`src/rtl/jt51_lfo_pkg.sv`:
```
// Shared constants and types for the JT51 LFO host register controller.
// Address defaults, busy window default and the commit FSM state type.
package jt51_lfo_pkg;

  localparam logic [7:0] LFO_ADDR_TEST    = 8'h01;
  localparam logic [7:0] LFO_ADDR_LFRQ    = 8'h18;
  localparam logic [7:0] LFO_ADDR_PAMD    = 8'h19;
  localparam logic [7:0] LFO_ADDR_CTW     = 8'h1B;
  localparam int         DEF_BUSY_CYCLES  = 64;

  typedef enum logic {
    ST_IDLE = 1'b0,
    ST_PEND = 1'b1
  } commit_state_t;

endpackage

```
`src/rtl/jt51_lfo_ctrl_busy.sv`:
```
// CPU write-strobe edge detector and write-busy window generator.
// Produces address-write and accepted-data-write strobes plus the wr_lost pulse.
module jt51_lfo_ctrl_busy
  import jt51_lfo_pkg::*;
#(
  parameter int BUSY_CYCLES = DEF_BUSY_CYCLES
) (
  input  logic clk,
  input  logic rst_n,
  input  logic i_wr_n,
  input  logic i_a0,
  output logic o_addr_we,
  output logic o_accept,
  output logic o_busy,
  output logic o_wr_lost
);

  localparam logic [7:0] LP_LOAD = 8'(BUSY_CYCLES);

  logic       r_wr_n_d;
  logic [7:0] r_cnt;
  logic       r_wr_lost;
  logic       w_wr;
  logic       w_drop;

  // Previous-clock copy resets low so a strobe held low across reset is not a write.
  assign w_wr      = ~i_wr_n & r_wr_n_d;
  assign o_busy    = (r_cnt != 8'd0);
  assign o_addr_we = w_wr & ~i_a0;
  assign o_accept  = w_wr & i_a0 & ~o_busy;
  assign w_drop    = w_wr & i_a0 & o_busy;
  assign o_wr_lost = r_wr_lost;

  always_ff @(posedge clk or negedge rst_n) begin
    if (!rst_n) begin
      r_wr_n_d  <= 1'b0;
      r_cnt     <= 8'd0;
      r_wr_lost <= 1'b0;
    end else begin
      r_wr_n_d  <= i_wr_n;
      r_wr_lost <= w_drop;
      if (o_accept)
        r_cnt <= LP_LOAD;
      else if (r_cnt != 8'd0)
        r_cnt <= r_cnt - 8'd1;
    end
  end

endmodule

```
`src/rtl/jt51_lfo_ctrl.sv`:
```
// Host-side LFO register controller: decodes CPU writes into shadow registers
// and commits them to the LFO configuration only on a sample boundary.
module jt51_lfo_ctrl
  import jt51_lfo_pkg::*;
#(
  parameter int         BUSY_CYCLES = DEF_BUSY_CYCLES,
  parameter logic [7:0] ADDR_TEST   = LFO_ADDR_TEST,
  parameter logic [7:0] ADDR_LFRQ   = LFO_ADDR_LFRQ,
  parameter logic [7:0] ADDR_PAMD   = LFO_ADDR_PAMD,
  parameter logic [7:0] ADDR_CTW    = LFO_ADDR_CTW
) (
  input  logic       clk,
  input  logic       rst_n,
  input  logic       zero,
  input  logic       wr_n,
  input  logic       a0,
  input  logic [7:0] din,
  output logic       busy,
  output logic       wr_lost,
  output logic [7:0] lfo_freq,
  output logic [6:0] lfo_amd,
  output logic [6:0] lfo_pmd,
  output logic [1:0] lfo_w,
  output logic [1:0] ct,
  output logic       lfo_rst
);

  logic          w_addr_we;
  logic          w_accept;
  logic          w_lfo_addr;
  logic          w_lfo_wr;
  logic          w_commit;
  commit_state_t r_state;
  commit_state_t w_state_next;

  logic [7:0] r_addr;
  logic       r_dirty;
  logic       r_rst_s;
  logic [7:0] r_freq_s;
  logic [6:0] r_amd_s;
  logic [6:0] r_pmd_s;
  logic [1:0] r_ct_s;
  logic [1:0] r_w_s;

  logic       r_lfo_rst;
  logic [7:0] r_lfo_freq;
  logic [6:0] r_lfo_amd;
  logic [6:0] r_lfo_pmd;
  logic [1:0] r_lfo_w;
  logic [1:0] r_ct;

  jt51_lfo_ctrl_busy #(
    .BUSY_CYCLES (BUSY_CYCLES)
  ) u_busy (
    .clk       (clk),
    .rst_n     (rst_n),
    .i_wr_n    (wr_n),
    .i_a0      (a0),
    .o_addr_we (w_addr_we),
    .o_accept  (w_accept),
    .o_busy    (busy),
    .o_wr_lost (wr_lost)
  );

  assign w_lfo_addr = (r_addr == ADDR_TEST) || (r_addr == ADDR_LFRQ) ||
                      (r_addr == ADDR_PAMD) || (r_addr == ADDR_CTW);
  assign w_lfo_wr   = w_accept & w_lfo_addr;

  always_ff @(posedge clk or negedge rst_n) begin
    if (!rst_n)
      r_state <= ST_IDLE;
    else
      r_state <= w_state_next;
  end

  // A write landing on the commit edge keeps the FSM pending for the next boundary.
  always_comb begin
    w_state_next = r_state;
    case (r_state)
      ST_IDLE: if (w_lfo_wr) w_state_next = ST_PEND;
      ST_PEND: if (zero && !w_lfo_wr) w_state_next = ST_IDLE;
      default: w_state_next = ST_IDLE;
    endcase
  end

  always_comb begin
    w_commit = 1'b0;
    if (r_state == ST_PEND)
      w_commit = zero & r_dirty;
  end

  always_ff @(posedge clk or negedge rst_n) begin
    if (!rst_n) begin
      r_addr   <= 8'd0;
      r_dirty  <= 1'b0;
      r_rst_s  <= 1'b0;
      r_freq_s <= 8'd0;
      r_amd_s  <= 7'd0;
      r_pmd_s  <= 7'd0;
      r_ct_s   <= 2'd0;
      r_w_s    <= 2'd0;
    end else begin
      if (w_addr_we)
        r_addr <= din;
      if (w_lfo_wr)
        r_dirty <= 1'b1;
      else if (w_commit)
        r_dirty <= 1'b0;
      if (w_accept) begin
        if (r_addr == ADDR_TEST) begin
          r_rst_s <= din[1];
        end else if (r_addr == ADDR_LFRQ) begin
          r_freq_s <= din;
        end else if (r_addr == ADDR_PAMD) begin
          if (din[7]) r_pmd_s <= din[6:0];
          else        r_amd_s <= din[6:0];
        end else if (r_addr == ADDR_CTW) begin
          r_ct_s <= din[7:6];
          r_w_s  <= din[1:0];
        end
      end
    end
  end

  // Outputs copy the shadows as they stood before any write on the same edge.
  always_ff @(posedge clk or negedge rst_n) begin
    if (!rst_n) begin
      r_lfo_rst  <= 1'b0;
      r_lfo_freq <= 8'd0;
      r_lfo_amd  <= 7'd0;
      r_lfo_pmd  <= 7'd0;
      r_lfo_w    <= 2'd0;
      r_ct       <= 2'd0;
    end else if (w_commit) begin
      r_lfo_rst  <= r_rst_s;
      r_lfo_freq <= r_freq_s;
      r_lfo_amd  <= r_amd_s;
      r_lfo_pmd  <= r_pmd_s;
      r_lfo_w    <= r_w_s;
      r_ct       <= r_ct_s;
    end
  end

  assign lfo_rst  = r_lfo_rst;
  assign lfo_freq = r_lfo_freq;
  assign lfo_amd  = r_lfo_amd;
  assign lfo_pmd  = r_lfo_pmd;
  assign lfo_w    = r_lfo_w;
  assign ct       = r_ct;

endmodule

```
`config.mk`:
```
export PLATFORM = sky130hd
export DESIGN_NAME = jt51_lfo_ctrl
export DESIGN_NICKNAME = d
export VERILOG_FILES = /design/src/rtl/jt51_lfo_pkg.sv /design/src/rtl/jt51_lfo_ctrl_busy.sv /design/src/rtl/jt51_lfo_ctrl.sv
export SDC_FILE = /design/constraint.sdc
export NUM_CORES = 1
export LEC_CHECK = 0
export ABC_AREA = 1
export CORE_MARGIN = 5
export CORE_UTILIZATION = 35
export CTS_BUF_LIST = sky130_fd_sc_hd__clkbuf_8 sky130_fd_sc_hd__clkbuf_16
export CTS_CLUSTER_SIZE = 40
export DETAILED_ROUTE_END_ITERATION = 10
export PLACE_DENSITY = 0.57
export SYNTH_ARGS = -nofsm -noshare
export SYNTH_HDL_FRONTEND = slang
export SYNTH_SLANG_ARGS = --single-unit
export TNS_END_PERCENT = 1
```
`constraint.sdc`:
```
create_clock -name clk -period 2 [get_ports clk]
set_input_delay 0.6 -clock clk [delete_from_list [all_inputs] [get_ports clk]]
set_output_delay 0.6 -clock clk [all_outputs]
set_load 0.05 [all_outputs]
```
==> flow_summary.toml, run 1 <==
[finish]
utilization = 0.462
fill_cells = 844
final_layout_size_suffix_gt1_frac = 0.282
final_cells = 488
seq_area_um2 = 1850
multi_input_area_um2 = 1070
nNetsFinal = 390
syn2layout_area_growth_pct = 30.1
diodes = 0

[synthesis]
synthTopCellsByArea = "dfrtp_1 (61%), nand2_1 (8.2%), mux2_2 (7.4%), nor2_1 (4.9%), inv_1 (4.4%)"
netlist.area_leader.share = 0.606
ys_types = 23
synth-simple-area-share = 0.181
ys_seq_elements = 74
synth_xor_area_frac = 0.00573
syn_inst = 310
synth_area_um2 = 3060
synth_mux_area_frac = 0.0737
seq_area_frac_synth = 0.606
syn_nets = 324
synth_top_area_cell = "dfrtp_1"
synthAdderAreaFrac = 0.00410
yosysWarnings = 0
synth_compound_area_frac = 0.0733
avgSynthCellArea_um2 = 9.86
synth_top_family_by_area = "simple AND/OR/NAND/NOR gates"

[clock_tree]
cts.clk_slew.worst_paths_ps = 70
cts_tree = "done"
cts-root-buf = "clkbuf_8"
cts_made_buffers = 9
clockBufferDepth = 2
htree_num_levels = 3
cts_sinks = 74
clk_latency_ps = 340

[floorplanning]
die_w_um = 103
dieArea_um2 = 10700
ioPinCount = 42
initial_core_util = 0.356
row_count = 34
fp.dieH_um = 103
core_um2 = 8590

[global_route]
grt_pass1_wl_mm = 10.8
grt_max_degree = 34
grt_pass1_vias = 2186
track_usage = 0.131
grt-ovfl-total = 0
antenna_found_initial = 0

[placement]
placed_cells = 466
routabilityCongestion = 0.781
numPortBuffers = 41
hpwlAfterDp_mm = 4.62

[worst_setup_path]
endpoint_kind = "primary output"
crit_required_ps = 1400
start_kind = "register"
worstSetupPathType = "register to primary output"
worstPathArrival_ps = 1350
crit_fanout = 4

[drt]
wirelength_mm = 6.37
ant_nets = 0
drc = 0
drtIter0Drc = 125
dr.pass1.iters = 4
vias_per_cell = 4.50
via_count = 2197
wl_per_cell_um = 13.0

[power_and_ir_drop]
p_total_mw = 3.67
power_density_nw_per_um2 = 923
cellLeakagePower_nw = 2.06
max-vdd-ir-drop_mv = 0.516

[timing]
min_period_ps = 1950
period_share = 0.975
finalSetupViolations = 0
hold_violations = 0
hold_slack_ps = 163
tightest_slew_ps = 373
rsz0062_at_grt = "yes"
fmax_ghz = 0.513
drv_slew = 0
skew_ps = 7.34
maxSlewHeadroom = 0.751

[hold_path]
hold_path.class = "input pin to async pin"

[outcome]
outcome = "complete, no violations"

[run]
cap_violations = 0
## logic make-up (layout without fill, tap and decap cells)
logic type	after synthesis	count (layout)
buffers and inverters	42	112
adders and majority gates	1	1
AOI/OAI and AO/OA	38	38
and+or+nand+nor	133	133
DFF	74	74
xor gates and xnor gates	2	2
muxes	20	20
## layout by cell type (no fill, tap or decap), types with 2 or more instances in the layout
cell type,instances
dfrtp_1,74
nand2_1,66
buf_4,42
nor2_1,37
inv_1,33
o21ai_0,27
mux2_2,20
nand3_1,17
clkdlybuf4s50_1,11
clkbuf_8,10
o21ai_2,8
buf_12,6
nor2_2,4
inv_2,3
nor2_4,2
nand2_2,2
xor2_1,2
clkinv_2,2
bufinv_16,2
## flip-flops by register name, indices dropped and copies added (netlist names)
register	cells
lfo_w	2
r_addr	8
lfo_rst	1
r_rst_s	1
u_busy.r_cnt	8
u_busy.r_wr_n_d	1
r_freq_s	8
lfo_amd	7
lfo_freq	8
r_w_s	2
r_pmd_s	7
r_state	1
ct	2
r_dirty	1
r_ct_s	2
u_busy.o_wr_lost	1
r_amd_s	7
lfo_pmd	7
## what timing repair did
| action | CTS | global route |
|---|---|---|
| pin swaps | 1 | 5 |
| buffers inserted | 0 | 7 |
| resized for setup | 9 | 5 |
| setup endpoints to repair | 1 | 1 |
| endpoints found under the hold margin | 0 | 0 |
| hold buffers | 0 | 0 |
## power breakdown
group | total (mW) | switching, mW | internal, mW
clock | 1.26 | 0.530 | 0.727
combinational | 0.704 | 0.384 | 0.320
sequential | 1.71 | 0.0978 | 1.61
total | 3.67 | 1.01 | 2.66
## metal layers
| metal | routed length [um] | track usage |
|---|---|---|
| met1 | 2980 | 0.173 |
| met2 | 3000 | 0.206 |
| met3 | 299 | 0.0449 |
| met4 | 84 | 0.0369 |
| met5 | 0 | 0 |
## final cells by class
cell class                      instances  share of cell area
Multi-Input combinational cell        194               0.269
Timing Repair Buffer                   61               0.142
Clock buffer                           10              0.0346
Tap cell                              108              0.0340
Sequential cell                        74               0.466
Clock inverter                          5              0.0198
Inverter                               36              0.0340
## metrics by stage
stage / TNS [ps] / area (um2) / worst slack (ps)
3_3_place_gp: -1820 / 3660 / -101
3_5_place_dp: -2130 / 3660 / -110
2_1_floorplan: 0 / 3060 / 131
5_1_grt: -18.6 / 3970 / -18.6
6_report: 0 / 3970 / 49.9
4_1_cts: 0 / 3910 / 6.02
## path summary, 6_finish.rpt
path / cells after the start / slack [ps] / startpoint / end
worst max-delay path: 6 / 50 / u_busy.r_cnt[0] / busy
worst min-delay path: 1 / 160 / rst_n / lfo_freq[1]
worst max register to register: 11 / 300 / u_busy.r_cnt[0] / r_pmd_s[6]
worst min register to register: 2 / 480 / r_freq_s[4] / r_freq_s[4]
max in group asynchronous: 2 / 1330 / rst_n / lfo_pmd[4]
min in group clk: 2 / 480 / r_freq_s[4] / r_freq_s[4]
## synthesized netlist by cell type (all sizes together)
library cell	count
mux2	20
xor2	2
ha	1
nand4	1
o21ai	36
nor2	43
o21bai	1
nand2	69
nand3b	1
o22ai	1
clkbuf	2
nor3	2
nand3	17
dfrtp	74
buf	4
inv	36
## worst max-delay path, stage by stage (launching register included)
cell	delay, ps
dfrtp_1	370
inv_2	90
ha_4	160
nand2_4	70
nor2_4	110
inv_2	60
buf_8	140
No activity file was read; power rests on OpenSTA's default activity.
==> run 2: changes to the inputs <==
--- a/config.mk
+++ b/config.mk
@@ -12,6 +12,7 @@
 export CTS_CLUSTER_SIZE = 40
 export DETAILED_ROUTE_END_ITERATION = 10
 export PLACE_DENSITY = 0.57
+export SETUP_SLACK_MARGIN = 0.05
 export SYNTH_ARGS = -nofsm -noshare
 export SYNTH_HDL_FRONTEND = slang
 export SYNTH_SLANG_ARGS = --single-unit
==> run 2 against run 1 <==
Compared with the run above: utilization decreased by 0.12 points; clock skew about the same; worst hold slack better by 0.56 ps; clock power hardly changed; sequential share of layout area is 0.12 points higher; critical path depth shrank 1; global-route usage rose by 0.056 points; die area unchanged.
==> flow_summary.toml, run 2 (synthesized netlist as in run 1, its figures left out) <==
[outcome]
outcome = "complete, no violations"

[timing]
setup_slack_ps = 95.3
period_share = 0.952
hold_violations = 0
tightest_slew_ps = 373
rsz0062_at_grt = "yes"
maxSlewHeadroom = 0.751
drv_slew = 0
finalSetupViolations = 0
hold_slack_ps = 164
fmax_ghz = 0.525
tns_ps = 0
skew_ps = 7.29
min_period_ps = 1900

[worst_setup_path]
worst-r2r-cell-count = 8
start_kind = "register"
startpoint = "u_busy.r_cnt[5]"
worstPathArrival_ps = 1300
r2r-end = "r_amd_s[1]"
cp_top_family = "flip-flops"
cp_cell_sequence = "nor2_2, nand2_2, nor2_4, inv_2, buf_8"
reg2reg_from = "u_busy.r_cnt[0]"
endpoint_kind = "primary output"
cpMaxStageDelayCell = "dfrtp_1"
crit_fanout = 3
slowest_delay_ps = 410
rrSetupSlack_ps = 370
crit_required_ps = 1400
critPathBufInv = 2
worstSetupPathType = "register to primary output"

[floorplanning]
initial_core_util = 0.356
ioPinCount = 42
dieArea_um2 = 10700
core_um2 = 8590
die_w_um = 103
fp.dieH_um = 103
row_count = 34

[clock_tree]
cts-root-buf = "clkbuf_8"
cts_made_buffers = 9
cts.clk_slew.worst_paths_ps = 70
cts_sinks = 74
cts_tree = "done"
clockBufferDepth = 2
clk_latency_ps = 340
htree_num_levels = 3

[drt]
dr.pass1.iters = 4
wirelength_mm = 6.35
drc = 0
drtIter0Drc = 133
ant_nets = 0
via_count = 2204
vias_per_cell = 4.53
wl_per_cell_um = 13.0

[global_route]
grt_pass1_vias = 2215
grt_pass1_wl_mm = 10.8
grt-ovfl-total = 0
grt_max_degree = 34
antenna_found_initial = 0
track_usage = 0.132

[finish]
diodes = 0
mostFrequentLayoutCells = "dfrtp_1 (74), nand2_1 (66), buf_4 (41), nor2_1 (38), inv_1 (33)"
nNetsFinal = 389
final_cells = 487
utilization = 0.461
fill_cells = 847
design_area_um2 = 3960
final_common_cell = "dfrtp_1"
syn2layout_area_growth_pct = 29.7
final_layout_size_suffix_gt1_frac = 0.277

[placement]
place_ws_ps = -110
routabilityCongestion = 0.781
hpwlAfterDp_mm = 4.62
numPortBuffers = 41
placed_area_um2 = 3660
placed_cells = 466

[power_and_ir_drop]
cellLeakagePower_nw = 2.05
p_total_mw = 3.65
max-vdd-ir-drop_mv = 0.552
power_density_nw_per_um2 = 922

[run]
cap_violations = 0

[hold_path]
hold_path.class = "input pin to async pin"
## run 2: how the worst max path moves through the flow
stage	cells after the start	to	slack [ps]
6_report	5	busy	100
5_1_grt	5	busy	20
4_1_cts	6	busy	60
3_5_place_dp	6	r_ct_s[0]	-110
3_3_place_gp	6	r_amd_s[4]	-100
2_1_floorplan	5	busy	130
## run 2: power by group
part | total (mW) | switching (mW) | internal (mW)
combinational | 0.694 | 0.388 | 0.305
sequential | 1.70 | 0.0928 | 1.61
clock | 1.26 | 0.530 | 0.727
total | 3.65 | 1.01 | 2.64
## run 2: repair_timing
| action | 4_1_cts | 5_1_grt |
|---|---|---|
| pin swaps | 6 | 4 |
| buffers inserted | 4 | 2 |
| endpoints found under the setup margin | 1 | 1 |
| gates resized for setup | 11 | 2 |
| hold buffers | 0 | 0 |
## run 2: worst register-to-register path, delay by kind of cell, from the launching register on
family	cells	cell delay (ps)
and+or+nand+nor	5	770
buffers and inverters	2	220
adders and majority gates	1	150
DFF	1	380
## run 2: layer usage
| metal | track usage | wire length, um | share of wire | up-vias |
|---|---|---|---|---|
| li1 | - | - | - | 1113 |
| met2 | 0.209 | 3010 | 0.47 | 38 |
| met3 | 0.0449 | 346 | 0.054 | 9 |
| met4 | 0.0369 | 84 | 0.013 | 0 |
| met1 | 0.172 | 2910 | 0.46 | 1044 |
| met5 | 0 | 0 | 0 | - |
## run 2: area by class of cell
| cell class | instances | area (um2) | area share |
|---|---|---|---|
| well taps | 108 | 135 | 0.0341 |
| clock inverters | 5 | 78.8 | 0.0199 |
| repair buffers | 60 | 558 | 0.141 |
| flip-flops and latches | 74 | 1850 | 0.467 |
| inverters | 36 | 135 | 0.0341 |
| clock buffers | 10 | 138 | 0.0347 |
| multi-input cells | 194 | 1070 | 0.269 |
